==> config.mk <==
export PLATFORM = sky130hd
export DESIGN_NAME = lut_neuron_loader
export DESIGN_NICKNAME = d
export VERILOG_FILES = /design/src/rtl/lut_neuron_loader.sv
export SDC_FILE = /design/constraint.sdc
export NUM_CORES = 1
export LEC_CHECK = 0
export CORE_MARGIN = 10
export CORE_UTILIZATION = 48
export DETAILED_ROUTE_END_ITERATION = 16
export PLACE_DENSITY = 0.68
export REMOVE_ABC_BUFFERS = 1
export SETUP_SLACK_MARGIN = 0.5
export SYNTH_ARGS = -nofsm -noshare
export SYNTH_HDL_FRONTEND = slang
export SYNTH_SLANG_ARGS = --single-unit
==> constraint.sdc <==
create_clock -name clk -period 4.5 [get_ports clk]
set_clock_uncertainty 0.05 [all_clocks]
set_input_delay 0.45 -clock clk [delete_from_list [all_inputs] [get_ports clk]]
set_output_delay 0.45 -clock clk [all_outputs]
set_load 0.02 [all_outputs]
==> src/rtl/lut_neuron_loader.sv <==
// Loadable lookup-table neuron: streams 2^IN_BITS entries into LUT RAM,
// then serves one-cycle-latency lookups with an error flag when unloaded.
module lut_neuron_loader #(
  parameter int IN_BITS  = 7,
  parameter int OUT_BITS = 2
) (
  input  logic                clk,
  input  logic                rst,
  input  logic                load_start,
  input  logic                s_valid,
  input  logic [OUT_BITS-1:0] s_data,
  output logic                s_ready,
  input  logic                q_valid,
  input  logic [IN_BITS-1:0]  q_addr,
  output logic                q_out_valid,
  output logic [OUT_BITS-1:0] q_data,
  output logic                q_err,
  output logic                loaded
);

  localparam int DEPTH = 1 << IN_BITS;
  localparam logic [IN_BITS-1:0] LAST_ADDR = {IN_BITS{1'b1}};

  typedef enum logic [1:0] {
    IDLE  = 2'd0,
    LOAD  = 2'd1,
    READY = 2'd2
  } state_t;

  state_t               state;
  state_t               state_next;
  logic [IN_BITS-1:0]   wr_addr;
  logic [IN_BITS-1:0]   wr_addr_next;
  logic                 wr_en;
  logic [OUT_BITS-1:0]  mem [DEPTH];

  // Handshake and status are pure decodes of the registered state.
  assign s_ready = (state == LOAD);
  assign loaded  = (state == READY);

  // State and write-address registers.
  always_ff @(posedge clk) begin
    if (rst) begin
      state   <= IDLE;
      wr_addr <= '0;
    end else begin
      state   <= state_next;
      wr_addr <= wr_addr_next;
    end
  end

  // Next-state logic; a restart outranks any beat offered in the same cycle.
  always_comb begin
    state_next   = state;
    wr_addr_next = wr_addr;
    wr_en        = 1'b0;
    case (state)
      IDLE: begin
        if (load_start) begin
          state_next   = LOAD;
          wr_addr_next = '0;
        end else begin
          state_next   = IDLE;
        end
      end
      LOAD: begin
        if (load_start) begin
          state_next   = LOAD;
          wr_addr_next = '0;
        end else if (s_valid) begin
          wr_en        = 1'b1;
          wr_addr_next = wr_addr + IN_BITS'(1);
          if (wr_addr == LAST_ADDR) begin
            state_next = READY;
          end else begin
            state_next = LOAD;
          end
        end else begin
          state_next   = LOAD;
        end
      end
      READY: begin
        if (load_start) begin
          state_next   = LOAD;
          wr_addr_next = '0;
        end else begin
          state_next   = READY;
        end
      end
      default: begin
        state_next   = IDLE;
        wr_addr_next = '0;
      end
    endcase
  end

  // Table storage: no reset, so it maps onto distributed RAM.
  always_ff @(posedge clk) begin
    if (wr_en && !rst) begin
      mem[wr_addr] <= s_data;
    end
  end

  // Lookup pipeline; state is sampled before the edge, so a lookup that
  // coincides with the final load beat still reports an error.
  always_ff @(posedge clk) begin
    if (rst) begin
      q_out_valid <= 1'b0;
      q_data      <= '0;
      q_err       <= 1'b0;
    end else if (q_valid) begin
      q_out_valid <= 1'b1;
      if (state == READY) begin
        q_data <= mem[q_addr];
        q_err  <= 1'b0;
      end else begin
        q_data <= '0;
        q_err  <= 1'b1;
      end
    end else begin
      q_out_valid <= 1'b0;
      q_data      <= '0;
      q_err       <= 1'b0;
    end
  end

endmodule
==> results.json, run 1 <==
{
  "final_common_cell": "edfxtp_1",
  "grt_pass1_vias": 6587,
  "drc_errors": 0,
  "synth_simple_gate_area_share_pct": 10.0,
  "syn_inst": 748,
  "synth_mux_area_share_pct": 12.5,
  "drt_iter0_markers": 597,
  "wirelength_um": 24200,
  "via_per_inst": 5.85,
  "num_rows": 55,
  "nFillCells": 1858,
  "maxCapViolCount": 0,
  "max_freq_mhz": 360,
  "numCtsBuffers": 27,
  "detail-route-antenna-nets": 0,
  "io_buffer_count": 19,
  "synth_compound_area_share_pct": 4.26,
  "tns_ns": 0,
  "track_usage_pct": 15.7,
  "hold_viol": 0,
  "synth_top_area_share_pct": 68.4,
  "cts_buffer_depth": 3,
  "seq_area_frac_synth_pct": 70.7,
  "finalNonFillerCells": 1099,
  "p_per_area_nw_per_um2": 403,
  "ys_warn_count": 0,
  "syn_area_sq_um": 11200,
  "dieArea_sq_um": 30000,
  "cts_setup_buffers": 0,
  "core_sq_um": 22800,
  "cts_tree": "built",
  "nets": 780,
  "pwr-share-comb_pct": 4.4,
  "p_total_w": 0.00503,
  "die_w_um": 173,
  "n_antenna_cell": 0,
  "ir_drop_uv": 271,
  "dpl_cell_area_sq_um": 11700,
  "antenna_found_initial": 1,
  "tightestPinTransition_ns": 1.16,
  "met3_usage_pct": 3.05,
  "final_cell_mix": "256 x edfxtp_1, 143 x nor2_1, 86 x mux2i_1",
  "slew_headroom_pct": 22.1,
  "yosys.area_share.adder_pct": 0.111,
  "p_leak_nw": 4.01,
  "synth_area_leader_cell": "edfxtp_1",
  "ios": 20,
  "vias": 6427,
  "overflow": 0,
  "fp.dieH_um": 173,
  "met2_usage_pct": 25.1,
  "clock_power_share_pct": 41.1,
  "whs_ns": 0.472,
  "synth_seq_cells": 269,
  "cp-end-kind": "register",
  "fin_crit_sh_pct": 61.7,
  "initial_core_util_pct": 49.2,
  "grt_first_pass_wirelength_um": 37400,
  "start_kind": "register",
  "area_growth_pct": 11.0,
  "wl_per_cell_um": 22.0,
  "synth-xor-area-share_pct": 0.311,
  "intPower_w": 0.00401,
  "ys_types": 42,
  "outcome": "finished clean",
  "cts.sinks": 269,
  "switching_share_pct": 20.4,
  "drive_gt1_share_pct": 10.2,
  "dr.pass1.iters": 6,
  "rsz0062_at_grt": "false",
  "hold_class": "in2reg",
  "slew_viol_final": 0,
  "syn_avg_cell_area_sq_um": 15.0,
  "grt_max_degree": 86,
  "post-dp-hpwl_um": 15100,
  "cts_root_buf": "clkbuf_16",
  "crit_path_max_fanout": 16,
  "fin_area_sq_um": 12500,
  "insertion_delay_ns": 0.54,
  "p_seq_share_pct": 54.5,
  "required_ns": 4.65,
  "criticalPathCategory": "reg2reg",
  "busiest_layer": "met2",
  "synth_top_family_by_area": "multiplexers",
  "cts-hold-fix-buffers": 0,
  "p_sw_w": 0.00103,
  "dp_cells": 1049,
  "met1_usage_pct": 21.1,
  "post-route-min-period_ns": 2.77,
  "setup_violations": 0,
  "netlist_top_cells_area": "edfxtp_1 68%, mux2i_1 7.7%, nor2_1 4.8%, mux4_2 4.0%, a22oi_1 2.4%",
  "cts_htree_levels": 1,
  "arrival_ns": 2.92,
  "clk_transition_reported_paths_ns": 0.06,
  "cts_resized": 0,
  "place.gp.congestion": 0.815
}
final cells by class:
class | count | area [sq um] | area share (%)
clock buffer | 39 | 771 | 6.17
clock inverter | 11 | 53.8 | 0.431
multi-input combinational | 439 | 3060 | 24.5
sequential | 269 | 7950 | 63.6
tap | 313 | 392 | 3.14
timing repair buffer | 28 | 262 | 2.09
cell families after synthesis:
| kind of cell | count (synthesis) |
|---|---|
| AO/OA/AOI/OAI | 66 |
| multiplexers | 112 |
| AND/OR/NAND/NOR | 256 |
| flip-flops | 269 |
| adder cells (fa/ha/maj) | 1 |
| buffers and inverters | 40 |
| XOR/XNOR | 4 |
synthesized netlist by cell type:
| library cell | count |
|---|---|
| a211oi_1 | 2 |
| a21oi_1 | 12 |
| a221oi_1 | 1 |
| a221oi_2 | 1 |
| a22o_1 | 1 |
| a22oi_1 | 36 |
| a2bb2oi_1 | 2 |
| a311oi_1 | 2 |
| and2_1 | 4 |
| and2b_1 | 1 |
| and3_1 | 1 |
| buf_1 | 1 |
| buf_2 | 13 |
| buf_4 | 6 |
| buf_6 | 5 |
| buf_8 | 1 |
| clkbuf_1 | 14 |
| dfxtp_1 | 13 |
| edfxtp_1 | 256 |
| ha_1 | 1 |
| mux2_2 | 4 |
| mux2i_1 | 86 |
| mux4_1 | 2 |
| mux4_2 | 20 |
| nand2_1 | 41 |
| nand2b_1 | 5 |
| nand3_1 | 24 |
| nand3_2 | 1 |
| nand3b_1 | 1 |
| nand4_1 | 10 |
| nor2_1 | 143 |
| nor2b_1 | 18 |
| nor3_1 | 4 |
| nor4_2 | 1 |
| o21ai_0 | 4 |
| o21ba_2 | 1 |
| o221ai_1 | 1 |
| o221ai_2 | 1 |
| o22ai_1 | 2 |
| or3_4 | 1 |
| or3b_1 | 1 |
| xor2_1 | 4 |
flip-flops by register name (all words and copies together) (netlist names):
signal and flops:
wr_addr 7, q_data 2, mem 256, state 2
q_out_valid 1, q_err 1
stage by stage:
step	setup WS, ns	util, %
5_1_grt	1.50	54.7
4_1_cts	1.75	54.7
2_1_floorplan	2.50	-
3_3_place_gp	1.30	51.0
3_5_place_dp	1.20	51.0
6_report	1.73	54.7
final timing paths:
check / start / endpoint / slack [ns] / cells after the start
min reg2reg: state[1] / state[0] / 0.48 / 1
max reg2reg: state[0] / mem[83][1] / 1.73 / 6
max: state[0] / mem[83][1] / 1.73 / 6
min: s_data[1] / mem[51][1] / 0.47 / 1
power by group through the flow:
stage / registers (W) / logic, W / clock network (W)
4_1_cts: 0.00274 / 0.000222 / 0.00209
3_3_place_gp: 0.00279 / 0.000214 / 0
3_5_place_dp: 0.00279 / 0.000220 / 0
2_1_floorplan: 0.00280 / 0.0000976 / 0
6_report: 0.00274 / 0.000221 / 0.00207
5_1_grt: 0.00274 / 0.000239 / 0.00221
critical path, stage by stage, from the launching register on:
cell and delay [ns]:
dfxtp_1 0.41, and2b_1 0.18, nand2_1 0.10, nor3_1 0.29, and2_1 0.26, nand2_1 0.68
nor2_1 0.45
layer usage:
layer,wire (um),up-vias
met5,0,-
met4,626,0
met3,1680,41
met2,11600,237
met1,10300,3266
li1,-,2883
No activity file was read; power rests on OpenSTA's default activity.
==> run 2, diff against run 1 <==
==> constraint.sdc (replaced) <==
create_clock -name clk -period 2.75 [get_ports clk]
set_clock_uncertainty 0.05 [all_clocks]
set_input_delay 0.275 -clock clk [delete_from_list [all_inputs] [get_ports clk]]
set_output_delay 0.275 -clock clk [all_outputs]
set_load 0.02 [all_outputs]
==> results.json, run 2 (synthesized netlist as in run 1, its figures left out) <==
{
  "outcome": "finished clean",
  "top_register": "mem",
  "pwr-share-comb_pct": 4.7,
  "p_leak_nw": 4.13,
  "setup_violations": 0,
  "wl_per_cell_um": 21.5,
  "final_common_cell": "edfxtp_1",
  "p_sw_w": 0.00166,
  "wirelength_um": 24000,
  "initial_core_util_pct": 49.2,
  "hold_class": "in2reg",
  "clk_transition_reported_paths_ns": 0.06,
  "cts_root_buf": "clkbuf_16",
  "cts-hold-fix-buffers": 0,
  "post-dp-hpwl_um": 15600,
  "insertion_delay_ns": 0.54,
  "overflow": 0,
  "tightestPinTransition_ns": 0.582,
  "start_kind": "register",
  "grt_max_degree": 129,
  "post-route-min-period_ns": 2.08,
  "place.gp.congestion": 0.845,
  "intPower_w": 0.00647,
  "numCtsBuffers": 26,
  "grt_first_pass_wirelength_um": 36600,
  "arrival_ns": 2.24,
  "n_antenna_cell": 0,
  "slew_headroom_pct": 61.2,
  "dr.pass1.iters": 5,
  "num_rows": 55,
  "ios": 20,
  "slew_viol_final": 0,
  "rr_worst_depth": 7,
  "crit_path_max_fanout": 10,
  "antenna_found_initial": 0,
  "cts_htree_levels": 1,
  "drt_iter0_markers": 622,
  "cts_tree": "built",
  "vias": 6422,
  "p_seq_share_pct": 55.2,
  "io_buffer_count": 19,
  "via_per_inst": 5.73,
  "track_usage_pct": 15.5,
  "tns_ns": 0,
  "p_per_area_nw_per_um2": 641,
  "criticalPathCategory": "reg2reg",
  "area_growth_pct": 12.7,
  "detail-route-antenna-nets": 0,
  "die_w_um": 173,
  "rsz0062_at_grt": "false",
  "largest_register_ff_count": 256,
  "switching_share_pct": 20.4,
  "core_sq_um": 22800,
  "top_regs": "mem x256, wr_addr x7",
  "ir_drop_uv": 461,
  "dieArea_sq_um": 30000,
  "p_total_w": 0.00813,
  "required_ns": 2.91,
  "fin_crit_sh_pct": 75.6,
  "grt_pass1_vias": 6468,
  "clock_power_share_pct": 40.1,
  "fp.dieH_um": 173,
  "cts.sinks": 269,
  "drive_gt1_share_pct": 12.6,
  "drc_errors": 0,
  "maxCapViolCount": 0,
  "nets": 803,
  "cp-end-kind": "register",
  "whs_ns": 0.228,
  "hold_depth": 1,
  "final_cell_mix": "256 x edfxtp_1, 143 x nor2_1, 86 x mux2i_1",
  "hold_viol": 0,
  "cts_buffer_depth": 3,
  "max_freq_mhz": 481
}
## run 2: cell types whose count changed in the layout (fill, tap and decap cells not counted), moves of 2 or more
cell      change
clkbuf_8      -2
buf_12        +3
clkbuf_1      +4
buf_4        +21
clkinv_1      -2
## run 2: what timing repair did
action / CTS / global route
resized for setup: 2 / 3
buffers inserted: 0 / 0
endpoints found under the setup margin: 1 / 131
## run 2: layout make-up
cell class / count / area, sq um
clock buffers: 40 / 733
clock inverters: 7 / 42.5
fillers: 1878 / 10200
multi-input cells: 439 / 3070
flip-flops and latches: 269 / 7950
well taps: 313 / 392
repair buffers: 52 / 482
## run 2: power groups by stage
| stage | logic (W) | clock network [W] | registers (W) |
|---|---|---|---|
| global placement | 0.000370 | 0 | 0.00457 |
| finish | 0.000380 | 0.00326 | 0.00449 |
| detailed placement | 0.000380 | 0 | 0.00457 |
| floorplan | 0.000160 | 0 | 0.00458 |
| global route | 0.000409 | 0.00349 | 0.00448 |
| CTS | 0.000381 | 0.00330 | 0.00449 |
## run 2: per-layer routing
| metal | GRT usage [%] | part of all wire (%) | vias up |
|---|---|---|---|
| li1 | - | - | 2931 |
| met1 | 21.0 | 43 | 3214 |
| met2 | 25.2 | 48 | 237 |
| met3 | 2.79 | 7.1 | 40 |
| met4 | 4.17 | 1.9 | 0 |
| met5 | 0 | 0 | - |
## run 2: path summary, 6_finish.rpt
kind | endpoint | slack (ns) | from
worst max register to register | mem[121][0] | 0.67 | state[1]
worst min-delay path | mem[9][1] | 0.23 | s_data[1]
worst min register to register | state[0] | 0.50 | state[0]
worst max-delay path | mem[121][0] | 0.67 | state[1]
## run 2: critical path, cell delays in order (launching register included)
cell and delay, ns:
dfxtp_1 0.35, and2b_1 0.22, nand2_1 0.10, nor3_2 0.22, and2_1 0.25, nand2_1 0.10
buf_4 0.22, nor2_1 0.23
## run 2: metrics by stage
step | utilization, % | setup slack (ns) | instances | cell area (sq um)
after floorplan | - | 0.750 | 708 | 11000
after global placement | 52.0 | 0.260 | 1073 | 11900
after detailed placement | 52.0 | 0.263 | 1073 | 11900
after CTS | 55.4 | 0.458 | 1120 | 12700
after global routing | 55.5 | 0.539 | 1120 | 12700
final | 55.5 | 0.671 | 1120 | 12700
